[config.mk]
export PLATFORM = sky130hd
export DESIGN_NAME = ddr_fifo_pattern_gen
export DESIGN_NICKNAME = d
export VERILOG_FILES = /design/src/rtl/ddr_fifo_pattern_gen.sv
export SDC_FILE = /design/constraint.sdc
export NUM_CORES = 1
export LEC_CHECK = 0
export BUFFER_PORTS_ARGS = -buffer_cell sky130_fd_sc_hd__buf_2
export CAP_MARGIN = 20
export CORE_ASPECT_RATIO = 0.6
export CORE_MARGIN = 1
export CORE_UTILIZATION = 45
export CTS_CLUSTER_DIAMETER = 50
export CTS_CLUSTER_SIZE = 20
export DETAILED_ROUTE_END_ITERATION = 10
export PLACE_DENSITY_LB_ADDON = 0.15
export SYNTH_ARGS = -nofsm -noshare
export SYNTH_HDL_FRONTEND = slang
export SYNTH_SLANG_ARGS = --single-unit
[constraint.sdc]
create_clock -name clk -period 3.2 [get_ports clk]
set_input_delay 0.32 -clock clk [delete_from_list [all_inputs] [get_ports clk]]
set_output_delay 0.32 -clock clk [all_outputs]
set_load 0.005 [all_outputs]
[src/rtl/ddr_fifo_pattern_gen.sv]
// Write-side stimulus source for the DDR FIFO loopback test.
// Emits an incrementing DATA_W-bit counter on a valid/ready stream. It can
// insert gaps between bursts and stops after a programmable number of
// all-ones words (wraps) have been accepted.
module ddr_fifo_pattern_gen #(
  parameter int unsigned       DATA_W     = 32,
  parameter logic [DATA_W-1:0] START_VAL  = '0,
  parameter int unsigned       BURST_LEN  = 0,
  parameter int unsigned       GAP_CYCLES = 0,
  parameter int unsigned       MAX_WRAPS  = 0
) (
  input  logic              clk,
  input  logic              rst_n,
  input  logic              start,
  input  logic              stop,
  output logic [DATA_W-1:0] wr_data,
  output logic              wr_data_valid,
  input  logic              wr_data_ready,
  output logic [31:0]       wrap_count,
  output logic              busy,
  output logic              done
);

  typedef enum logic [1:0] {
    S_IDLE,
    S_RUN,
    S_GAP,
    S_DONE
  } state_e;

  localparam logic [31:0] BURST_W  = 32'(BURST_LEN);
  localparam logic [31:0] GAP_LAST = 32'(GAP_CYCLES) - 32'd1;
  localparam logic [31:0] MAX_W    = 32'(MAX_WRAPS);

  state_e            state_q, state_d;
  logic [DATA_W-1:0] data_q, data_d;
  logic [31:0]       wrap_q, wrap_d;
  logic [31:0]       burst_q, burst_d;
  logic [31:0]       gap_q, gap_d;
  logic              stop_pend_q, stop_pend_d;
  logic              done_q, done_d;

  logic              accept;
  logic              all_ones;
  logic [31:0]       wrap_inc;
  logic [31:0]       burst_inc;
  logic              max_hit;

  assign accept    = (state_q == S_RUN) && wr_data_ready;
  assign all_ones  = &data_q;
  // The wrap counter saturates instead of rolling over.
  assign wrap_inc  = (wrap_q == 32'hFFFF_FFFF) ? wrap_q : wrap_q + 32'd1;
  assign burst_inc = burst_q + 32'd1;
  assign max_hit   = (MAX_WRAPS != 0) && all_ones && (wrap_inc == MAX_W);

  // Next-state logic: run control, counter advance, wrap/burst/gap tracking.
  always_comb begin
    // NOTE: every variable gets a default before the case so no path leaves it unassigned (no latch).
    state_d     = state_q;
    data_d      = data_q;
    wrap_d      = wrap_q;
    burst_d     = burst_q;
    gap_d       = gap_q;
    stop_pend_d = stop_pend_q;
    done_d      = done_q;

    unique case (state_q)
      S_IDLE, S_DONE: begin
        // stop wins over start in the same cycle.
        if (start && !stop) begin
          state_d     = S_RUN;
          data_d      = START_VAL;
          wrap_d      = '0;
          burst_d     = '0;
          gap_d       = '0;
          stop_pend_d = 1'b0;
          done_d      = 1'b0;
        end
      end

      S_RUN: begin
        if (accept) begin
          data_d      = data_q + DATA_W'(1);
          burst_d     = burst_inc;
          stop_pend_d = 1'b0;
          if (all_ones) wrap_d = wrap_inc;
          if (max_hit) begin
            state_d = S_DONE;
            done_d  = 1'b1;
          end else if (stop || stop_pend_q) begin
            state_d = S_IDLE;
          end else if ((BURST_LEN != 0) && (burst_inc == BURST_W)) begin
            burst_d = '0;
            if (GAP_CYCLES != 0) begin
              state_d = S_GAP;
              gap_d   = '0;
            end
          end
        end else if (stop) begin
          // The word on the bus must still be delivered; remember the request.
          stop_pend_d = 1'b1;
        end
      end

      S_GAP: begin
        if (stop) begin
          state_d = S_IDLE;
        end else if (gap_q == GAP_LAST) begin
          state_d = S_RUN;
          gap_d   = '0;
          burst_d = '0;
        end else begin
          gap_d = gap_q + 32'd1;
        end
      end

      default: state_d = S_IDLE;
    endcase
  end

  // State and datapath registers.
  // NOTE: all registers, including the data word, reset asynchronously so no half-issued beat survives reset.
  always_ff @(posedge clk or negedge rst_n) begin
    if (!rst_n) begin
      state_q     <= S_IDLE;
      data_q      <= START_VAL;
      wrap_q      <= '0;
      burst_q     <= '0;
      gap_q       <= '0;
      stop_pend_q <= 1'b0;
      done_q      <= 1'b0;
    end else begin
      // NOTE: non-blocking assignments so every register samples pre-edge values.
      state_q     <= state_d;
      data_q      <= data_d;
      wrap_q      <= wrap_d;
      burst_q     <= burst_d;
      gap_q       <= gap_d;
      stop_pend_q <= stop_pend_d;
      done_q      <= done_d;
    end
  end

  // Outputs are taken straight from registers, with no input-to-output paths.
  assign wr_data       = data_q;
  assign wr_data_valid = (state_q == S_RUN);
  assign busy          = (state_q == S_RUN) || (state_q == S_GAP);
  assign done          = done_q;
  assign wrap_count    = wrap_q;

endmodule

==> flow_metrics.py, run 1 <==
metrics = {
    "clock_tree": {
        "cts_setup_buffers": 0,
        "post_cts_resized": 0,
        "max-clock-path-buffers": 2,
        "cts_hold_buf": 0,
        "clk_latency_ps": 330,
        "clk_pin_slew_worst_paths_ps": 60,
        "cts_tree": "yes",
        "h-tree-depth": 3,
        "cts-root-buf": "clkbuf_16",
        "cts_buffers": 9,
        "cts.sinks": 66,
    },
    "worst_setup_path": {
        "crit_path_top_delay_cell": "or4_1",
        "timing.rr.end": "wrap_count[2]$_DFFE_PN0P_",
        "arrival_ps": 2990,
        "r2r_slack_ps": 400,
        "crit_path_max_incr_delay_ps": 600,
        "critPathCaptureType": "flop",
        "critical_path_class": "flop to flop",
        "cp_cell_sequence": "ha_1, nand3_1, or4_1, or4_1, o21ai_4, buf_4, o221ai_1",
        "crit_top_cell": "or4_1",
        "start_kind": "flop",
        "required_ps": 3390,
        "path_max_fanout": 26,
        "path_buf_inv": 1,
        "r2r_cells": 7,
        "reg2reg_from": "wr_data[0]$_DFFE_PN0P_",
        "cp_top_family": "simple AND/OR/NAND/NOR gates",
    },
    "synth": {
        "synthSimpleGateAreaFrac_pct": 28.20,
        "yosysSeqAreaShare_pct": 43.34,
        "syn_area_um2": 3811,
        "yosys_most_used_dff": "dfrtp_1",
        "avgSynthCellArea_um2": 8.802,
        "async_flop_share_pct": 100.0,
        "yosys_warnings": 0,
        "synth_top_family_by_area": "simple AND/OR/NAND/NOR gates",
        "synthAdderAreaFrac_pct": 0.6566,
        "synth_edf_count": 0,
        "synth_cells": 433,
        "synth_cell_types": 51,
        "synth_compound_area_share_pct": 17.79,
        "synthMuxAreaShare_pct": 1.838,
        "syn_nets": 440,
        "ys_seq_elements": 66,
        "synth-xor-area-share_pct": 3.217,
    },
    "sta": {
        "rsz0062_at_grt": "no",
        "setup_slack_ps": 400.9,
        "min_period_ps": 2799,
        "slew_violations": 0,
        "finalCritPeriodShare_pct": 87.47,
        "fin_skew_ps": 6.295,
        "maxSlewHeadroom_pct": 55.97,
        "hold_viol": 0,
        "final.setup.tns_ps": 0,
        "setup_viol": 0,
        "max_freq_mhz": 357.3,
        "worst_pin_slew_ps": 660.4,
    },
    "routing": {
        "viasPerCell": 6.076,
        "routedWlPerCell_um": 17.84,
        "antenna_left": 0,
        "routed-via-count": 3779,
        "routed_wl_mm": 11.10,
        "firstDrtPassIters": 4,
        "first_iter_violations": 324,
        "remaining_drc_errors": 0,
    },
    "die": {
        "core_area_um2": 8039,
        "die_area_um2": 8854,
        "fp.dieW_um": 120.8,
        "start_util_pct": 47.41,
        "rows": 25,
        "die_h_um": 73.29,
        "io_pins": 72,
    },
    "place": {
        "hpwlAfterDp_mm": 7.681,
        "portBuffers": 70,
        "dp_slack_ps": 425.1,
        "place.gp.congestion": 0.8753,
    },
    "grt": {
        "grt_max_degree": 28,
        "grt_overflow_total": 0,
        "grt_usage_pct": 27.05,
        "grt_pass1_wl_mm": 18.16,
        "grt_pass1_vias": 3444,
        "antenna_found_initial": 0,
    },
    "cells_and_area": {
        "finalNetCount": 516,
        "drive_gt1_share_pct": 20.62,
        "syn_to_final_growth_pct": 21.90,
        "diodes": 0,
        "fillers": 761,
    },
    "min_path": {
        "hold_class": "input port to asynchronous set/reset pin",
    },
    "power": {
        "powerDensity_nw_per_um2": 538.7,
        "peakVddDrop_v": 0.0002456,
        "p_leak_nw": 2.098,
    },
    "outcome": {
        "outcome": "complete, no violations",
    },
    "run": {
        "cap_violations": 0,
    },
}
## area by class of cell
cell class / count / area (µm²) / share of cell area (%)
Clock buffer: 10 / 229.0 / 4.929
Clock inverter: 6 / 105.1 / 2.262
Inverter: 22 / 82.58 / 1.778
Multi-Input combinational cell: 325 / 1979 / 42.61
Sequential cell: 66 / 1652 / 35.55
Tap cell: 108 / 135.1 / 2.909
Timing Repair Buffer: 85 / 462.9 / 9.965
## layout by cell type, fill, tap and decap left out, types with 6 or more instances in the layout
| cell | instances |
|---|---|
| buf_2 | 70 |
| dfrtp_1 | 66 |
| nand2_1 | 42 |
| nor2_1 | 33 |
| nand3_1 | 30 |
| nand4_1 | 27 |
| o21ai_0 | 23 |
| inv_1 | 22 |
| o211ai_1 | 19 |
| a31oi_1 | 19 |
| buf_4 | 15 |
| and4_1 | 12 |
| nor4_1 | 11 |
| nor3_1 | 10 |
| xor2_1 | 10 |
| and3_1 | 9 |
| clkbuf_16 | 9 |
| or3_1 | 8 |
| mux2i_1 | 7 |
| and2_1 | 6 |
| o31ai_1 | 6 |
| a21oi_1 | 6 |
## where the power goes
part | switching (mW) | internal, mW | total, mW
Sequential | 0.112 | 0.908 | 1.02
Combinational | 0.207 | 0.146 | 0.353
Clock | 0.372 | 0.757 | 1.13
## worst reg2reg max path: cells and delay by family (launching register included)
kind / cells / cell delay (ps)
simple gates: 3 / 1360
flops: 1 / 420
compound gates: 2 / 370
buf+inv: 1 / 310
fa+ha+maj: 1 / 190
## kinds of logic (layout without fill, tap and decap cells)
group | count (synthesis) | in the layout
AOI/OAI and AO/OA | 99 | 99
xor gates and xnor gates | 14 | 14
adders and majority gates | 2 | 2
buffers and inverters | 42 | 123
DFF | 66 | 66
muxes | 7 | 7
other | 1 | 1
and+or+nand+nor | 202 | 202
## per-stage QoR
stage / power (mW) / util [%] / std cells / area, µm² / hold WS [ps]
floorplan: 1.205 / - / 433 / 3811 / 24.41
global placement: 1.364 / 53.63 / 606 / 4312 / 384.2
detailed placement: 1.379 / 53.63 / 606 / 4312 / 392.9
CTS: 2.506 / 57.79 / 622 / 4646 / 40.97
global route: 2.608 / 57.79 / 622 / 4646 / 66.37
finish: 2.503 / 57.79 / 622 / 4646 / 16.91
## how the worst max path moves through the flow
stage	startpoint	to	cells past startpoint
6_report	wr_data[0]$_DFFE_PN0P_	wrap_count[2]$_DFFE_PN0P_	7
5_1_grt	wr_data[0]$_DFFE_PN0P_	wrap_count[2]$_DFFE_PN0P_	7
4_1_cts	wr_data[0]$_DFFE_PN0P_	wrap_count[30]$_DFFE_PN0P_	7
3_5_place_dp	wr_data[0]$_DFFE_PN0P_	wrap_count[30]$_DFFE_PN0P_	7
3_3_place_gp	wr_data[0]$_DFFE_PN0P_	wrap_count[30]$_DFFE_PN0P_	7
2_1_floorplan	state_q[0]$_DFFE_PN0P_	wrap_count[25]$_DFFE_PN0P_	8
## sequential cells by signal, summed over array words and instances (netlist names)
register and cells:
wr_data 32, wrap_count 32, state_q 1, stop_pend_q 1
## layer usage
layer | wire (µm) | share of wire, % | global-route usage [%]
met1 | 5607 | 51 | 42.15
met3 | 897 | 8.1 | 7.376
met5 | 0 | 0 | 0
met2 | 4484 | 40 | 36.14
met4 | 107 | 0.96 | 6.996
## Yosys cell counts (2+ instances only)
| cell type | instances | area, µm² |
|---|---|---|
| a21o_1 | 3 | 22.52 |
| a21oi_1 | 6 | 30.03 |
| a31oi_1 | 19 | 118.9 |
| a41oi_1 | 3 | 26.28 |
| and2_1 | 6 | 37.54 |
| and3_1 | 9 | 56.30 |
| and4_1 | 12 | 105.1 |
| buf_1 | 2 | 7.510 |
| buf_2 | 4 | 20.02 |
| buf_4 | 2 | 15.01 |
| buf_6 | 2 | 22.52 |
| clkbuf_1 | 10 | 37.54 |
| dfrtp_1 | 66 | 1652 |
| ha_1 | 2 | 25.02 |
| inv_1 | 22 | 82.58 |
| mux2i_1 | 7 | 70.07 |
| nand2_1 | 42 | 157.7 |
| nand2b_1 | 4 | 25.02 |
| nand3_1 | 30 | 150.1 |
| nand4_1 | 27 | 168.9 |
| nor2_1 | 33 | 123.9 |
| nor3_1 | 11 | 55.05 |
| nor4_1 | 11 | 68.82 |
| o211ai_1 | 19 | 142.6 |
| o21a_1 | 4 | 30.03 |
| o21ai_0 | 23 | 115.1 |
| o221ai_1 | 2 | 17.52 |
| o22a_1 | 2 | 17.52 |
| o31ai_1 | 6 | 45.04 |
| or3_1 | 8 | 50.05 |
| or4_1 | 4 | 30.03 |
| xnor2_1 | 4 | 35.03 |
| xor2_1 | 10 | 87.58 |
No activity file was read; power rests on OpenSTA's default activity.
==> run 2, diff against run 1 <==
--- a/config.mk
+++ b/config.mk
@@ -5,8 +5,9 @@
 export SDC_FILE = /design/constraint.sdc
 export NUM_CORES = 1
 export LEC_CHECK = 0
+export ABC_AREA = 1
+export ABC_CLOCK_PERIOD_IN_PS = 3200
 export BUFFER_PORTS_ARGS = -buffer_cell sky130_fd_sc_hd__buf_2
-export CAP_MARGIN = 20
 export CORE_ASPECT_RATIO = 0.6
 export CORE_MARGIN = 1
 export CORE_UTILIZATION = 45
==> flow_metrics.py, run 2 <==
metrics = {
    "outcome": {
        "outcome": "complete, no violations",
    },
    "sta": {
        "fin_skew_ps": 4.803,
        "worst_pin_slew_ps": 811.2,
        "hold_viol": 0,
        "setup_slack_ps": 890.7,
        "slew_violations": 0,
        "final.setup.tns_ps": 0,
        "max_freq_mhz": 433.0,
        "finalCritPeriodShare_pct": 72.17,
        "rsz0062_at_grt": "no",
        "maxSlewHeadroom_pct": 45.92,
        "setup_viol": 0,
        "min_period_ps": 2309,
    },
    "worst_setup_path": {
        "critical_path_class": "flop to flop",
        "crit_path_max_incr_delay_ps": 530,
        "cp_top_family": "simple AND/OR/NAND/NOR gates",
        "required_ps": 3450,
        "critPathCaptureType": "flop",
        "path_buf_inv": 1,
        "timing.rr.end": "wrap_count[17]$_DFFE_PN0P_",
        "start_kind": "flop",
        "cp_cell_sequence": "nand2_1, nor2_1, nand2_1, nor2_2, nand3_4, nand3_4, buf_4, nand2_1, o21ai_2",
        "crit_path_top_delay_cell": "buf_4",
        "crit_top_cell": "nand2_1",
        "path_max_fanout": 40,
        "reg2reg_from": "wrap_count[21]$_DFFE_PN0P_",
        "r2r_slack_ps": 890,
        "r2r_cells": 9,
        "arrival_ps": 2560,
    },
    "synth": {
        "syn_area_um2": 4315,
        "ys_seq_elements": 66,
        "syn_nets": 630,
        "synth_most_common_cell": "nand2_1",
        "synth_top_area_share_pct": 38.27,
        "synth_cells": 623,
        "yosysSeqAreaShare_pct": 38.27,
        "synth_edf_count": 0,
        "yosys_warnings": 0,
        "avgSynthCellArea_um2": 6.927,
        "synth_cell_types": 37,
        "yosys_most_used_dff": "dfrtp_1",
        "async_flop_share_pct": 100.0,
        "synth_area_leaders": "dfrtp_1 38%, nand2_1 18%, nor2_1 8.5%, nand3_1 5.0%, inv_1 4.6%",
        "ys_top_cells_by_count": "203 x nand2_1, 98 x nor2_1, 66 x dfrtp_1, 53 x inv_1, 43 x nand3_1",
        "synth_area_leader_cell": "dfrtp_1",
    },
    "grt": {
        "grt_overflow_total": 0,
        "grt_pass1_wl_mm": 19.64,
        "grt_pass1_vias": 3840,
        "antenna_found_initial": 0,
        "grt_max_degree": 41,
        "grt_usage_pct": 25.34,
    },
    "die": {
        "io_pins": 72,
        "die_area_um2": 9999,
        "core_area_um2": 9256,
        "start_util_pct": 46.62,
        "fp.dieW_um": 128.4,
        "rows": 27,
        "die_h_um": 77.86,
    },
    "cells_and_area": {
        "drive_gt1_share_pct": 22.67,
        "final_common_cell": "nand2_1",
        "diodes": 0,
        "layout_common_cells": "203 x nand2_1, 98 x nor2_1, 70 x buf_2, 66 x dfrtp_1, 53 x inv_1",
        "syn_to_final_growth_pct": 16.64,
        "finalNetCount": 702,
    },
    "clock_tree": {
        "h-tree-depth": 3,
        "cts_setup_buffers": 0,
        "cts_tree": "yes",
        "clk_latency_ps": 330,
        "post_cts_resized": 0,
        "cts.sinks": 66,
        "cts-root-buf": "clkbuf_16",
        "cts_hold_buf": 0,
        "clk_pin_slew_worst_paths_ps": 60,
        "max-clock-path-buffers": 2,
        "cts_buffers": 9,
    },
    "power": {
        "peakVddDrop_v": 0.0002792,
        "p_leak_nw": 2.422,
        "powerDensity_nw_per_um2": 432.7,
    },
    "run": {
        "cap_violations": 0,
    },
    "routing": {
        "routed_wl_mm": 12.05,
        "remaining_drc_errors": 0,
        "routed-via-count": 4197,
        "first_iter_violations": 254,
        "antenna_left": 0,
        "routedWlPerCell_um": 14.57,
        "viasPerCell": 5.075,
        "firstDrtPassIters": 4,
    },
    "min_path": {
        "hold_class": "input port to asynchronous set/reset pin",
    },
    "place": {
        "portBuffers": 70,
        "place.gp.congestion": 0.9321,
        "dp_slack_ps": 923.8,
        "hpwlAfterDp_mm": 9.019,
    },
}
[run 2: changes by cell type after synthesis, sizes merged, moves of 8 or more]
cell,before,now
nand2,42,229
nor2,33,111
inv,22,57
nand4,27,6
a31oi,19,0
o211ai,19,0
o21ai,25,42
nand3,30,45
a21oi,6,19
and4,12,0
nor4,12,0
and3,9,0
or3,8,0
[run 2: layout make-up]
cell class | count | area (µm²)
Tap cell | 130 | 162.7
Multi-Input combinational cell | 486 | 2349
Inverter | 58 | 217.7
Clock buffer | 13 | 260.3
Timing Repair Buffer | 74 | 392.9
Sequential cell | 66 | 1652
Fill cell | 930 | 4223
[run 2: report_power, final]
group	switching, mW	internal, mW	total [mW]
logic	0.242	0.104	0.346
clock network	0.344	0.554	0.898
registers	0.0572	0.876	0.934
total	0.644	1.53	2.18
[run 2: metrics by stage]
stage	instance area [µm²]	hold WS, ps	cells	util, %	power, mW
after CTS	5034	113.4	827	54.38	2.198
after detailed placement	4773	463.1	814	51.57	1.294
after floorplan	4315	24.41	623	-	1.190
after global routing	5034	143.4	827	54.38	2.286
final	5034	84.52	827	54.38	2.178
after global placement	4773	454.9	814	51.57	1.283
[run 2: worst register-to-register path, cell delays in order (launching register included)]
cell,delay [ps]
dfrtp_1,510
nand2_1,120
nor2_1,240
nand2_1,130
nor2_2,140
nand3_4,90
nand3_4,210
buf_4,540
nand2_1,180
o21ai_2,80
[run 2: worst max-delay path by stage]
stage / from / endpoint / slack (ps) / cells past startpoint
after floorplan: wr_data[0]$_DFFE_PN0P_ / wrap_count[2]$_DFFE_PN0P_ / 1520 / 11
after global placement: wr_data[0]$_DFFE_PN0P_ / wrap_count[17]$_DFFE_PN0P_ / 950 / 11
after detailed placement: wr_data[0]$_DFFE_PN0P_ / wrap_count[17]$_DFFE_PN0P_ / 920 / 11
after CTS: wr_data[0]$_DFFE_PN0P_ / wrap_count[17]$_DFFE_PN0P_ / 900 / 11
after global routing: wr_data[0]$_DFFE_PN0P_ / wrap_count[16]$_DFFE_PN0P_ / 630 / 11
final: wrap_count[21]$_DFFE_PN0P_ / wrap_count[17]$_DFFE_PN0P_ / 890 / 9
[run 2: kinds of logic after synthesis]
logic type	Yosys count	synth area share, %
buffers and inverters	71	7.306
multiplexers	1	0.2320
AO/OA/AOI/OAI	67	10.06
AND/OR/NAND/NOR	409	42.24
adder cells (fa/ha/maj)	2	0.5798
XOR/XNOR	6	1.218
other	1	0.08690
flip-flops	66	38.27
[run 2: per-layer routing]
metal / share of wire [%] / GRT usage [%] / up-vias
li1: - / - / 2112
met1: 54 / 40.37 / 1952
met2: 38 / 33.62 / 124
met5: 0 / 0 / -
met4: 0.54 / 4.824 / 0
met3: 6.8 / 6.276 / 9
==> run 3, diff against run 2 <==
--- a/config.mk
+++ b/config.mk
@@ -6,7 +6,7 @@
 export NUM_CORES = 1
 export LEC_CHECK = 0
 export ABC_AREA = 1
-export ABC_CLOCK_PERIOD_IN_PS = 3200
+export ABC_CLOCK_PERIOD_IN_PS = 2200
 export BUFFER_PORTS_ARGS = -buffer_cell sky130_fd_sc_hd__buf_2
 export CORE_ASPECT_RATIO = 0.6
 export CORE_MARGIN = 1
==> constraint.sdc (replaced) <==
create_clock -name clk -period 2.2 [get_ports clk]
set_input_delay 0.22 -clock clk [delete_from_list [all_inputs] [get_ports clk]]
set_output_delay 0.22 -clock clk [all_outputs]
set_load 0.005 [all_outputs]
==> flow_metrics.py, run 3 (synthesis gave the netlist of run 2 again) <==
metrics = {
    "outcome": {
        "outcome": "complete, no violations",
    },
    "die": {
        "rows": 27,
        "io_pins": 72,
        "die_area_um2": 9999,
        "start_util_pct": 46.62,
        "die_h_um": 77.86,
        "fp.dieW_um": 128.4,
        "core_area_um2": 9256,
    },
    "cells_and_area": {
        "fillers": 926,
        "finalNetCount": 708,
        "syn_to_final_growth_pct": 18.01,
        "fin_cells": 836,
        "drive_gt1_share_pct": 23.80,
        "final_util_pct": 55.01,
        "design_area_um2": 5092,
        "layout_common_cells": "203 x nand2_1, 98 x nor2_1, 70 x buf_2, 66 x dfrtp_1, 53 x inv_1",
        "final_common_cell": "nand2_1",
        "diodes": 0,
    },
    "worst_setup_path": {
        "crit_path_max_incr_delay_ps": 410,
        "required_ps": 2420,
        "critPathCaptureType": "flop",
        "start_kind": "flop",
        "r2r_cells": 11,
        "path_buf_inv": 1,
        "crit_path_top_delay_cell": "dfrtp_1",
        "cp_top_family": "simple AND/OR/NAND/NOR gates",
        "arrival_ps": 2210,
        "r2r_slack_ps": 220,
        "timing.rr.end": "wrap_count[4]$_DFFE_PN0P_",
        "reg2reg_from": "wr_data[0]$_DFFE_PN0P_",
        "crit_top_cell": "nand2_1",
        "path_max_fanout": 29,
        "critical_path_class": "flop to flop",
        "cp_cell_sequence": "ha_1, nand2_1, nor2_2, nand2_1, nor2_2, nand2_1, nand2_2, nand3_4, buf_12, nand2_2, o21ai_2",
    },
    "run": {
        "cap_violations": 0,
    },
    "routing": {
        "routed-via-count": 4260,
        "firstDrtPassIters": 5,
        "viasPerCell": 5.096,
        "routedWlPerCell_um": 14.28,
        "antenna_left": 0,
        "routed_wl_mm": 11.94,
        "first_iter_violations": 348,
        "remaining_drc_errors": 0,
    },
    "min_path": {
        "hold-path-endpoint": "state_q[0]$_DFFE_PN0P_",
        "min_from": "wr_data_ready",
        "hold_class": "input port to flop",
        "holdPathStages": 4,
    },
    "place": {
        "portBuffers": 70,
        "hpwlAfterDp_mm": 8.950,
        "placedCellCount": 819,
        "detailed_place.area_um2": 4811,
        "place.gp.congestion": 0.9099,
    },
    "sta": {
        "max_freq_mhz": 504.6,
        "worst_pin_slew_ps": 491.0,
        "maxSlewHeadroom_pct": 67.02,
        "setup_viol": 0,
        "finalCritPeriodShare_pct": 90.08,
        "min_period_ps": 1982,
        "final.setup.tns_ps": 0,
        "rsz0062_at_grt": "no",
        "hold_viol": 0,
        "fin_skew_ps": 4.476,
        "slew_violations": 0,
        "holdWs_ps": 180.9,
    },
    "clock_tree": {
        "cts-root-buf": "clkbuf_16",
        "h-tree-depth": 3,
        "post_cts_resized": 0,
        "cts.sinks": 66,
        "clk_latency_ps": 340,
        "clk_pin_slew_worst_paths_ps": 60,
        "cts_buffers": 9,
        "cts_tree": "yes",
        "max-clock-path-buffers": 2,
    },
    "power": {
        "peakVddDrop_v": 0.0004652,
        "powerDensity_nw_per_um2": 633.1,
        "p_leak_nw": 2.462,
    },
    "grt": {
        "grt_max_degree": 30,
        "grt_usage_pct": 25.67,
        "grt_overflow_total": 0,
        "grt_pass1_wl_mm": 19.59,
        "grt_pass1_vias": 3769,
        "antenna_found_initial": 0,
    },
}
## run 3: cell types whose count changed in the layout (fill, tap and decap cells not counted)
| cell | before | now |
|---|---|---|
| dlygate4sd3_1 | 0 | 1 |
| clkbuf_8 | 2 | 1 |
| clkinv_2 | 0 | 5 |
| buf_4 | 3 | 8 |
| clkbuf_1 | 2 | 0 |
| clkinvlp_4 | 0 | 1 |
## run 3: layer usage
layer | GRT usage, % | wire (µm)
met3 | 7.862 | 977
met5 | 0 | 0
met2 | 33.46 | 4689
met1 | 40.02 | 6193
met4 | 5.882 | 80
## run 3: worst max-delay path by stage
| stage | startpoint | to | slack [ps] | cells after the start |
|---|---|---|---|---|
| floorplan | wr_data[0]$_DFFE_PN0P_ | wrap_count[2]$_DFFE_PN0P_ | 520 | 11 |
| global placement | wr_data[0]$_DFFE_PN0P_ | wrap_count[5]$_DFFE_PN0P_ | 330 | 11 |
| detailed placement | wr_data[0]$_DFFE_PN0P_ | wrap_count[5]$_DFFE_PN0P_ | 230 | 11 |
| CTS | wr_data[0]$_DFFE_PN0P_ | wrap_count[5]$_DFFE_PN0P_ | 230 | 11 |
| global route | wr_data[0]$_DFFE_PN0P_ | wrap_count[12]$_DFFE_PN0P_ | 20 | 11 |
| finish | wr_data[0]$_DFFE_PN0P_ | wrap_count[4]$_DFFE_PN0P_ | 220 | 11 |
## run 3: area by class of cell
| cell class | count | area, µm² | area share, % |
|---|---|---|---|
| flip-flops and latches | 66 | 1652 | 32.43 |
| repair buffers | 80 | 440.4 | 8.649 |
| well taps | 130 | 162.7 | 3.194 |
| clock inverters | 6 | 32.53 | 0.6388 |
| inverters | 58 | 217.7 | 4.275 |
| multi-input cells | 486 | 2349 | 46.12 |
| clock buffers | 10 | 239.0 | 4.693 |
## run 3: report_power, final
| part | internal [mW] | leakage, nW | switching (mW) |
|---|---|---|---|
| Sequential | 1.27 | 0.914 | 0.0777 |
| Clock | 0.782 | 0.138 | 0.556 |
| Combinational | 0.170 | 1.41 | 0.364 |
## run 3: tightest hold or removal path, cell delays in order
cell,delay [ps]
buf_2,100
o21ai_0,70
nand2_1,50
nand2_1,40
## run 3: what timing repair did
| item | 4_1_cts | 5_1_grt |
|---|---|---|
| buffers inserted | 0 | 0 |
| hold buffers | 1 | 0 |
| hold endpoints to repair | 19 | 0 |
## run 3: through the flow
step                power [mW]  setup WS (ps)
floorplan                1.731          524.5
global placement         1.889          333.4
detailed placement       1.905          234.5
CTS                      3.257          225.5
global route             3.397          16.54
finish                   3.224          218.3
